--- src/rtl/gray_counter.sv ---
`default_nettype none
// ============================================================================
//  Module   : gray_counter
//  Purpose  : Registered up/down Gray-code counter with synchronous load,
//             wrap/saturate mode and a registered terminal-count flag.
//             Optional macro GRAY_CNT_BIN_OUT_EN exposes the binary count.
//  Revision : 1.0  initial release
// ============================================================================
module gray_counter #(
    parameter int BIT_WIDTH = 4,
    parameter int RESET_VAL = 0,
    parameter int SATURATE  = 0
) (
    input  logic                 clk,
    input  logic                 rst_n,
    input  logic                 en,
    input  logic                 up_dn,
    input  logic                 load,
    input  logic [BIT_WIDTH-1:0] load_bin,
    output logic [BIT_WIDTH-1:0] gray_out,
    output logic                 tc
`ifdef GRAY_CNT_BIN_OUT_EN
    ,
    output logic [BIT_WIDTH-1:0] bin_out
`endif
);

    localparam logic [BIT_WIDTH-1:0] c_MAX        = '1;
    localparam logic [BIT_WIDTH-1:0] c_ONE        = BIT_WIDTH'(1);
    localparam logic [BIT_WIDTH-1:0] c_RESET_BIN  = BIT_WIDTH'(RESET_VAL);
    localparam logic [BIT_WIDTH-1:0] c_RESET_GRAY = c_RESET_BIN ^ (c_RESET_BIN >> 1);

    logic [BIT_WIDTH-1:0] r_bin;
    logic [BIT_WIDTH-1:0] r_gray;
    logic                 r_tc;

    logic [BIT_WIDTH-1:0] w_next_bin;
    logic [BIT_WIDTH-1:0] w_next_gray;
    logic                 w_next_tc;

    always_comb begin
        w_next_bin = r_bin;
        w_next_tc  = 1'b0;
        if (load) begin
            w_next_bin = load_bin;
        end else if (en) begin
            if (up_dn) begin
                if (r_bin == c_MAX) begin
                    w_next_tc  = 1'b1;
                    w_next_bin = (SATURATE != 0) ? c_MAX : '0;
                end else begin
                    w_next_bin = r_bin + c_ONE;
                end
            end else begin
                if (r_bin == '0) begin
                    w_next_tc  = 1'b1;
                    w_next_bin = (SATURATE != 0) ? '0 : c_MAX;
                end else begin
                    w_next_bin = r_bin - c_ONE;
                end
            end
        end
    end

    // Gray is encoded ahead of the flop so the port toggles cleanly.
    assign w_next_gray = w_next_bin ^ (w_next_bin >> 1);

    always_ff @(posedge clk or negedge rst_n) begin
        if (!rst_n) begin
            r_bin  <= c_RESET_BIN;
            r_gray <= c_RESET_GRAY;
            r_tc   <= 1'b0;
        end else begin
            r_bin  <= w_next_bin;
            r_gray <= w_next_gray;
            r_tc   <= w_next_tc;
        end
    end

    assign gray_out = r_gray;
    assign tc       = r_tc;

`ifdef GRAY_CNT_BIN_OUT_EN
    assign bin_out = r_bin;
`endif

endmodule
`default_nettype wire

--- config.mk ---
export PLATFORM = sky130hd
export DESIGN_NAME = gray_counter
export DESIGN_NICKNAME = d
export VERILOG_FILES = /design/src/rtl/gray_counter.sv
export SDC_FILE = /design/constraint.sdc
export NUM_CORES = 1
export LEC_CHECK = 0
export BUFFER_PORTS_ARGS = -buffer_cell sky130_fd_sc_hd__clkbuf_2
export CAP_MARGIN = 10
export CORE_AREA = 2 2 39 41
export DETAILED_ROUTE_END_ITERATION = 10
export DIE_AREA = 0 0 41 43
export GPL_TIMING_DRIVEN = 0
export HOLD_SLACK_MARGIN = 0.15
export PLACE_DENSITY = 0.69
export SETUP_SLACK_MARGIN = 0.1
export SYNTH_ARGS = -nofsm -noshare
export SYNTH_HDL_FRONTEND = slang
export SYNTH_SLANG_ARGS = --single-unit
--- constraint.sdc ---
create_clock -name clk -period 2 [get_ports clk]
set_input_delay 0.1 -clock clk [delete_from_list [all_inputs] [get_ports clk]]
set_output_delay 0.1 -clock clk [all_outputs]
set_load 0.005 [all_outputs]
==> impl_metrics.toml <==
[timing]
max_freq_mhz = 582
finalClockSkew_ns = 0.00820
setup_tns_ns = 0
hold_viol_final = 0
setup_viol = 0
post-route-min-period_ns = 1.72
relSlewSlack_pct = 70.5
grt_setup_unrepaired = "no"
worst_pin_slew_ns = 0.443
maxSlewViolCount = 0
fin_crit_sh_pct = 85.9

[worst_setup_path]
crit_fanout = 7
cp.required_ns = 2.12
critPathKind = "reg -> reg"
arrival_ns = 1.84
cp-start-kind = "flip-flop"
end_kind = "flip-flop"

[logic_synthesis]
yosysTopAreaCell = "dfrtp_1"
ys.flop_type = "dfrtp_1"
synthesis.nets = 65
yosysSeqAreaShare_pct = 38.6
synth_edf_count = 0
synth.most_common_cell = "dfrtp_1"
ys_types = 29
ys_ff_latch = 8
yosysWarnings = 0
avgSynthCellArea_sq_um = 9.59
synth_commonest_cells = "8 x dfrtp_1, 5 x a21oi_1, 5 x inv_1, 4 x mux2i_1, 3 x nor3b_1"
netlist.area_leader.share_pct = 38.6
synthCells = 54
synth_area_sq_um = 518
synth_area_leaders = "dfrtp_1 39%, mux2i_1 7.7%, a21oi_1 4.8%"
synth-async-reset-ratio_pct = 100

[detailed_routing]
drc = 0
drt-vias-per-instance = 5.27
drt-pass1-iter-count = 5
routedWlPerCell_microns = 12.2
drt_iter0_markers = 17
wirelength_microns = 1070
vias = 464
ant_nets = 0

[job]
cap_viol_max_count = 0

[global_route]
grt_max_degree = 11
grt_pass1_vias = 399
grt_pass1_wl_microns = 1670
antenna_found_initial = 0
grt_overflow_total = 0
grt_usage_pct = 14.2

[clock_network]
cts_tree = "built"
cts_buffer_depth = 2
clock_latency_ns = 0.25
root_buffer = "clkbuf_4"
cts.clk_slew.worst_paths_ns = 0.06
cts_setup_buffers = 0
cts_hold_buf = 3
cts_buffers = 3
cts_sinks = 8
htree_levels = 1
cts_resized = 0

[floorplan]
die_area_sq_um = 1760
die_h_microns = 43
start_util_pct = 37.4
core_sq_um = 1380
io_pins = 14
die_x_microns = 41
num_rows = 14

[placed_design]
dp_hpwl_microns = 807
gp_congestion = 0.804
dpl_cell_area_sq_um = 598
port_buffers = 12
placed_cells_incl_taps = 82

[power]
total_power_uw = 505
irDropWorstVdd_v = 0.000259
p_per_area_nw_per_um2 = 776
p_leak_uw = 0.000309

[final_layout]
nNetsFinal = 85
area_delta_synth_final_pct = 25.6
antennaDiodeCount = 0
final_cell_area_sq_um = 651
drive_gt1_share_pct = 23.6
fin_cells = 88

[hold_path]
min_path_type = "in -> reg"

[outcome]
status = "complete, no violations"
-- layout by cell type, fill, tap and decap left out, types with 2 or more instances in the layout --
master / count
mux2i_1: 4
dlygate4sd3_1: 3
ha_1: 2
clkbuf_2: 12
clkbuf_1: 2
clkbuf_4: 3
dfrtp_1: 8
nor2b_1: 2
inv_1: 5
nor3b_1: 3
a21oi_1: 5
nand4_1: 2
xnor2_1: 2
-- worst max-delay path, stage by stage (launching register included) --
cell and delay [ns]:
dfrtp_1 0.46, inv_1 0.09, ha_1 0.23, mux2i_1 0.18, mux2i_1 0.33, nand2_1 0.15, xnor2_1 0.15
-- path summary, 6_finish.rpt --
path                                    start                     to  slack (ns)  cells past startpoint
setup / recovery           r_bin[0]$_DFF_PN0_  gray_out[1]$_DFF_PN0_        0.28                      6
hold / removal                    load_bin[2]     r_bin[2]$_DFF_PN0_        0.17                      3
setup reg to reg           r_bin[0]$_DFF_PN0_  gray_out[1]$_DFF_PN0_        0.28                      6
hold reg to reg            r_bin[0]$_DFF_PN0_     r_bin[0]$_DFF_PN0_        0.77                      2
max in group asynchronous               rst_n     r_bin[0]$_DFF_PN0_        1.59                      2
min in group asynchronous               rst_n     r_bin[2]$_DFF_PN0_        0.22                      2
-- cell type report --
type	instances	area [sq um]
buffer	3	15.0
clock buffer	3	22.5
fill	137	733
inverter	5	18.8
multi-input combinational	38	284
sequential	8	200
tap	16	20.0
timing repair buffer	15	90.1
-- cells by family after synthesis --
family	share of synthesized area, %
and+or+nand+nor	21.7
AOI/OAI and AO/OA	15.5
buffers and inverters	6.52
DFF	38.6
muxes	7.73
xor gates and xnor gates	5.07
adders and majority gates	4.83
-- power by group --
group	total, uW	switching [uW]	internal, uW
combinational	160	76.3	84.0
clock	122	53.1	68.6
sequential	223	29.8	193
total	505	159	346
-- state kept, by name, summed over array words and instances (netlist names) --
name	count
r_bin	4
gray_out	3
tc	1
-- through the flow --
| stage | setup WS, ns | hold slack, ns | util (%) |
|---|---|---|---|
| global placement | 0.351 | -0.0517 | 43.2 |
| detailed placement | 0.340 | -0.0422 | 43.2 |
| finish | 0.282 | 0.171 | 47.0 |
| global route | 0.166 | 0.179 | 47.0 |
| floorplan | 0.552 | -0.196 | - |
| CTS | 0.326 | 0.155 | 47.0 |
-- routing by layer --
layer	routed length (microns)	vias to the layer above	global-route usage, %
met5	0	-	0
met3	45	0	3.14
met4	0	0	8.00
met2	570	23	23.4
met1	458	208	15.5
li1	-	233	-
Note: power is estimated with default switching activity, not from simulation.
